[src/rtl/edge_avalon_sequencer.sv]
// Avalon-MM CSR front-end that sequences the edge-detector core handshake:
// start pulse, pixel loading, input-received, result draining, output-sent.
module edge_avalon_sequencer #(
    parameter int NUM_PIX = 64,
    parameter int NUM_OUT = 36,
    parameter int PIX_W   = 8
) (
    input  logic             clk_i,
    input  logic             rst_i,
    input  logic [2:0]       avs_address_i,
    input  logic             avs_write_i,
    input  logic [31:0]      avs_writedata_i,
    input  logic             avs_read_i,
    output logic [31:0]      avs_readdata_o,
    output logic             avs_waitrequest_o,
    output logic             start_o,
    output logic [PIX_W-1:0] pix_data_o,
    output logic             pix_wr_o,
    output logic             input_received_o,
    input  logic             data_available_i,
    input  logic [PIX_W-1:0] out_pix_i,
    output logic             out_next_o,
    output logic             output_sent_o
);

    localparam int CNT_W = $clog2(NUM_PIX + 1);

    localparam logic [2:0] ADDR_CTRL    = 3'd0;
    localparam logic [2:0] ADDR_STATUS  = 3'd1;
    localparam logic [2:0] ADDR_PIX_IN  = 3'd2;
    localparam logic [2:0] ADDR_PIX_OUT = 3'd3;
    localparam logic [2:0] ADDR_IN_CNT  = 3'd4;
    localparam logic [2:0] ADDR_OUT_CNT = 3'd5;

    typedef enum logic [2:0] {
        ST_IDLE    = 3'd0,
        ST_START   = 3'd1,
        ST_ARM     = 3'd2,
        ST_LOAD    = 3'd3,
        ST_PROCESS = 3'd4,
        ST_DRAIN   = 3'd5
    } state_t;

    state_t            state_r;
    state_t            state_next_s;
    logic [CNT_W-1:0]  in_cnt_r;
    logic [CNT_W-1:0]  out_cnt_r;
    logic              done_r;
    logic              err_r;
    logic              start_r;
    logic              in_rx_r;
    logic              out_sent_r;

    logic              start_req_s;
    logic              clr_req_s;
    logic              pix_in_wr_s;
    logic              pix_out_rd_s;
    logic              pix_accept_s;
    logic              pop_accept_s;
    logic              in_last_s;
    logic              out_last_s;
    logic              err_set_s;
    logic [31:0]       rdata_s;
    logic              unused_s;

    assign start_req_s  = avs_write_i && (avs_address_i == ADDR_CTRL) && avs_writedata_i[0];
    assign clr_req_s    = avs_write_i && (avs_address_i == ADDR_CTRL) && avs_writedata_i[1];
    assign pix_in_wr_s  = avs_write_i && (avs_address_i == ADDR_PIX_IN);
    assign pix_out_rd_s = avs_read_i && (avs_address_i == ADDR_PIX_OUT);
    assign pix_accept_s = pix_in_wr_s && (state_r == ST_LOAD);
    assign pop_accept_s = pix_out_rd_s && (state_r == ST_DRAIN);
    assign in_last_s    = pix_accept_s && (in_cnt_r == CNT_W'(NUM_PIX - 1));
    assign out_last_s   = pop_accept_s && (out_cnt_r == CNT_W'(NUM_OUT - 1));
    assign err_set_s    = (pix_in_wr_s && (state_r != ST_LOAD))
                        || (pix_out_rd_s && (state_r != ST_DRAIN))
                        || (start_req_s && (state_r != ST_IDLE));
    assign unused_s     = ^avs_writedata_i[31:PIX_W];

    // Next-state decode of the frame sequencer
    always_comb begin
        state_next_s = state_r;
        case (state_r)
            ST_IDLE: begin
                if (start_req_s) state_next_s = ST_START;
                else             state_next_s = ST_IDLE;
            end
            ST_START: state_next_s = ST_ARM;
            ST_ARM:   state_next_s = ST_LOAD;
            ST_LOAD: begin
                if (in_last_s) state_next_s = ST_PROCESS;
                else           state_next_s = ST_LOAD;
            end
            ST_PROCESS: begin
                if (data_available_i) state_next_s = ST_DRAIN;
                else                  state_next_s = ST_PROCESS;
            end
            ST_DRAIN: begin
                if (out_last_s) state_next_s = ST_IDLE;
                else            state_next_s = ST_DRAIN;
            end
            default: state_next_s = ST_IDLE;
        endcase
    end

    // State, counters, sticky flags and registered handshake pulses
    always_ff @(posedge clk_i or negedge rst_i) begin
        if (!rst_i) begin
            state_r    <= ST_IDLE;
            in_cnt_r   <= {CNT_W{1'b0}};
            out_cnt_r  <= {CNT_W{1'b0}};
            done_r     <= 1'b0;
            err_r      <= 1'b0;
            start_r    <= 1'b0;
            in_rx_r    <= 1'b0;
            out_sent_r <= 1'b0;
        end else begin
            state_r    <= state_next_s;
            start_r    <= (state_next_s == ST_START);
            in_rx_r    <= in_last_s;
            out_sent_r <= out_last_s;
            if ((state_r == ST_IDLE) && start_req_s) begin
                in_cnt_r  <= {CNT_W{1'b0}};
                out_cnt_r <= {CNT_W{1'b0}};
                done_r    <= 1'b0;
            end else begin
                if (pix_accept_s) in_cnt_r <= in_cnt_r + CNT_W'(1);
                if (pop_accept_s) out_cnt_r <= out_cnt_r + CNT_W'(1);
                if (out_last_s)   done_r <= 1'b1;
            end
            // A fresh error wins over a clear arriving in the same cycle
            if (err_set_s)      err_r <= 1'b1;
            else if (clr_req_s) err_r <= 1'b0;
        end
    end

    // Zero-latency read mux; only PIX_OUT in DRAIN returns core data
    always_comb begin
        rdata_s = 32'd0;
        if (avs_read_i) begin
            case (avs_address_i)
                ADDR_STATUS: rdata_s = {27'd0, err_r, (state_r == ST_DRAIN),
                                        (state_r == ST_LOAD), done_r,
                                        (state_r != ST_IDLE)};
                ADDR_PIX_OUT: begin
                    if (state_r == ST_DRAIN) rdata_s = 32'(out_pix_i);
                    else                     rdata_s = 32'd0;
                end
                ADDR_IN_CNT:  rdata_s = 32'(in_cnt_r);
                ADDR_OUT_CNT: rdata_s = 32'(out_cnt_r);
                default:      rdata_s = 32'd0;
            endcase
        end else begin
            rdata_s = 32'd0;
        end
    end

    assign avs_readdata_o    = rdata_s;
    assign avs_waitrequest_o = 1'b0;
    assign start_o           = start_r;
    assign pix_wr_o          = pix_accept_s;
    assign pix_data_o        = pix_accept_s ? avs_writedata_i[PIX_W-1:0] : {PIX_W{1'b0}};
    assign input_received_o  = in_rx_r;
    assign out_next_o        = pop_accept_s;
    assign output_sent_o     = out_sent_r;

endmodule
[config.mk]
export PLATFORM = sky130hd
export DESIGN_NAME = edge_avalon_sequencer
export DESIGN_NICKNAME = d
export VERILOG_FILES = /design/src/rtl/edge_avalon_sequencer.sv
export SDC_FILE = /design/constraint.sdc
export NUM_CORES = 1
export LEC_CHECK = 0
export BUFFER_PORTS_ARGS = -buffer_cell sky130_fd_sc_hd__buf_4
export CORE_ASPECT_RATIO = 1.75
export CORE_MARGIN = 3
export CORE_UTILIZATION = 41
export CTS_BUF_LIST = sky130_fd_sc_hd__clkbuf_2 sky130_fd_sc_hd__clkbuf_4 sky130_fd_sc_hd__clkbuf_8
export CTS_CLUSTER_SIZE = 8
export DETAILED_ROUTE_END_ITERATION = 16
export PLACE_DENSITY = 0.74
export SLEW_MARGIN = 10
export SYNTH_ARGS = -nofsm -noshare
export SYNTH_HDL_FRONTEND = slang
export SYNTH_SLANG_ARGS = --single-unit
[constraint.sdc]
create_clock -name clk_i -period 1.6 [get_ports clk_i]
set_input_delay 0.16 -clock clk_i [delete_from_list [all_inputs] [get_ports clk_i]]
set_output_delay 0.16 -clock clk_i [all_outputs]
set_load 0.05 [all_outputs]
==> results by group <==
Finish
  – Antenna diodes: 0
  – Commonest non-fill, non-tap cell in the layout: buf_4
  – Fin cells: between 300 and 400
  – Register Area: 550.5 µm²
  – Share of layout cells above drive strength 1: 49.62%
  – Multi-input gate area: ~1200 µm²
  – Fin nets: 311
  – FILL cells: between 300 and 400
  – Area growth from synthesis to layout: 57.02%
  – Post-route cell area: 2601 µm²
  – Commonest non-fill, non-tap cells in the layout: 55 x buf_4, 25 x conb_1, 22 x dfrtp_1

Critical path
  – CP Data Arrival Time: 1.77 ns
  – Critical path peak fanout: 5
  – Critical path endpoint category: output port
  – CP dominant cell by count: buf_6
  – CP Launch Type: flop
  – Max stage delay cell, worst path: dfrtp_1
  – WP data required: 1.44 ns
  – CP peak stage delay: 0.39 ns
  – Crit-path cells: nand3b_1, nor3b_4, buf_6, nand2_1, a21oi_4, buf_6
  – WS Path Type: flop to output port

STA
  – Worst hold slack: 0.2466 ns
  – Setup ws final: -0.3333 ns
  – Fmax: a little over 0.5 GHz
  – RSZ-0062 raised after global routing: yes
  – Final cycle utilization of the critical path: 120.8%
  – Final Max Slew Viols: 0
  – Fin. Hold Viols: 0
  – Worst slew pin tran: 0.5227 ns
  – Final clock skew: 0.003440 ns
  – Final setup fails: 22
  – Min Tclk post-route: 1.933 ns
  – Normalized max-slew margin: 65.16%

Power and ir drop
  – Pwr dens: 648.9 nW/µm²
  – Clk pwr share: 23.2%
  – Max VDD drop: approximately 0.9 mV
  – Switch share: 35.35%
  – Logic pwr share: a little under two fifths
  – Pint: roughly 0.0011 W
  – NetSw: 0.0005966 W
  – P_leak: roughly 1.2 nW
  – Seq pwr share: 38.4%

Logic synthesis
  – Synth Warn #: 0
  – Yosys top cell area share: approximately a third
  – Synth area leaders: dfrtp_1 33%, buf_4 11%, and3_1 4.5%
  – Sequential share of the synthesized area: ~33%
  – Main synth FF type: dfrtp_1
  – Synth cell types: between 40 and 50
  – Synth area leader: dfrtp_1
  – Flops & latches, synth: 22
  – Ys async rst share: 100.0%
  – EDFF count, synth: 0
  – Synth Cell Area: 1657 µm²
  – Cell count after synthesis: 188
  – Avg Inst Size Synth: 8.812 µm²

Placement
  – Place WS: -0.1585 ns
  – HPWL Detailed: 3290 µm
  – Placed Area: 2188 µm²
  – Placed cell count: 293
  – Port Buffer Count: 44
  – Routability congestion estimate: 0.8865

Floorplanning
  – Die W: 54.05 µm
  – Row count: 30
  – Initial core utilization: 42.85%
  – Die height: around 90 µm
  – Die area: 4869 µm²
  – # IOs: 94
  – Core footprint: 3866 µm²

Global routing
  – Global-route wire length before repair: 6989 µm
  – Total global routing overflow: 0
  – Largest net degree at the start of global routing: 23
  – Vias in the first global route: approximately 1.5k
  – Initial antenna violation count: 0
  – GRT Util Overall: 18.84%

Route
  – Routed WL: between 4000 and 5000 µm
  – Initial DRC count: 38
  – DRC errors left: 0
  – DRT antenna net count: 0
  – Routed length per instance: 14.99 µm
  – Vias per cell: 5.104
  – TritonRoute pass-1 iters: 4
  – Via count: 1572

Clock network
  – CTS Sinks: 22
  – H-tree levels: 1
  – CTS root buf: clkbuf_8
  – Total CTS buffers: 3
  – Clk slew on worst S/H paths: 0.08 ns
  – Longest Clk Path Bufs: 2
  – CTS tree: built
  – Clk Latency, worst-skew pair: roughly 0.26 ns

Hold path
  – Hold Crit Class: primary input to flop

Status
  – Status: complete, but fails checks
  – Failing checks: negative setup slack

Job
  – Max cap viols: 0
==> metal layers <==
metal	global-route usage (%)	vias to the layer above	share of wire, %
li1	-	755	-
met1	21.06	767	38
met2	35.83	46	56
met3	1.327	4	4.5
met4	4.574	0	0.80
met5	0	-	0
==> worst max-delay path, delay by kind of cell (launching register included) <==
kind | cells | cell delay (ns)
AND/OR/NAND/NOR | 3 | 0.64
flip-flops | 1 | 0.39
buffers and inverters | 2 | 0.34
AO/OA/AOI/OAI | 1 | 0.15
==> cells by family (layout without fill, tap and decap cells) <==
logic type	Yosys count	in the layout	synth area share, %
AOI/OAI and AO/OA	22	22	9.290
muxes	7	7	4.532
and+or+nand+nor	83	84	29.91
DFF	22	22	33.23
other	1	25	0.2264
buffers and inverters	39	86	14.95
adders and majority gates	2	2	1.510
xor gates and xnor gates	12	12	6.344
==> cell usage after synthesis, types with 3 or more instances <==
cell / n
buf_4: 25
dfrtp_1: 22
nor2_1: 18
and3_1: 12
nand2_1: 10
xor2_1: 7
clkbuf_1: 6
nand4_1: 6
a21oi_1: 5
buf_2: 5
nand3_1: 5
xnor2_1: 5
mux2_2: 4
nor2b_1: 4
a22oi_1: 3
and2_1: 3
mux2i_1: 3
nor3b_1: 3
o21ai_0: 3
==> registers in the layout, summed over array words and instances, names as in the netlist <==
register,flops
start_o,1
output_sent_o,1
out_cnt_r,7
err_r,1
done_r,1
state_r,3
in_cnt_r,7
input_received_o,1
==> worst paths after layout <==
path                                       from  slack (ns)  depth (start not counted)                 endpoint
min in group asynchronous                 rst_i        0.33                          2  in_cnt_r[5]$_DFFE_PN0P_
setup reg to reg           state_r[0]$_DFF_PN0_       -0.13                          9  in_cnt_r[2]$_DFFE_PN0P_
setup / recovery           state_r[1]$_DFF_PN0_       -0.33                          6        avs_readdata_o[3]
max in group asynchronous                 rst_i        1.04                          2        err_r$_DFFE_PN0P_
hold / removal               avs_writedata_i[1]        0.25                          4        err_r$_DFFE_PN0P_
hold reg to reg              done_r$_DFFE_PN0P_        0.53                          1       done_r$_DFFE_PN0P_
==> repair_timing <==
action	in CTS	in global routing
endpoints found under the setup margin	19	23
pin swaps	8	7
cloned	1	0
hold buffers	1	0
gates resized for setup	37	25
buffers inserted	5	4
endpoints found under the hold margin	22	0
==> power groups by stage <==
stage,Sequential [W],Combinational [W],Clock (W)
after floorplan,0.000657,0.000399,0
after global placement,0.000642,0.000574,0
after detailed placement,0.000643,0.000584,0
after CTS,0.000645,0.000625,0.000399
after global routing,0.000649,0.000702,0.000423
final,0.000649,0.000648,0.000391
==> cell type report <==
| type | instances | area share [%] |
|---|---|---|
| Inverter | 1 | 0.1443 |
| Sequential cell | 22 | 21.16 |
| Timing Repair Buffer | 81 | 27.95 |
| Multi-Input combinational cell | 152 | 46.32 |
| Tap cell | 48 | 2.309 |
| Clock buffer | 4 | 2.116 |
==> per-stage QoR <==
step,utilization (%),power [W],setup TNS (ns)
after floorplan,-,0.001057,-0.8643
after global routing,67.28,0.001774,-6.059
after global placement,56.60,0.001216,-0.5565
after CTS,63.46,0.001668,-3.571
after detailed placement,56.60,0.001227,-0.6776
final,67.28,0.001688,-4.480
No activity file was read; power rests on OpenSTA's default activity.
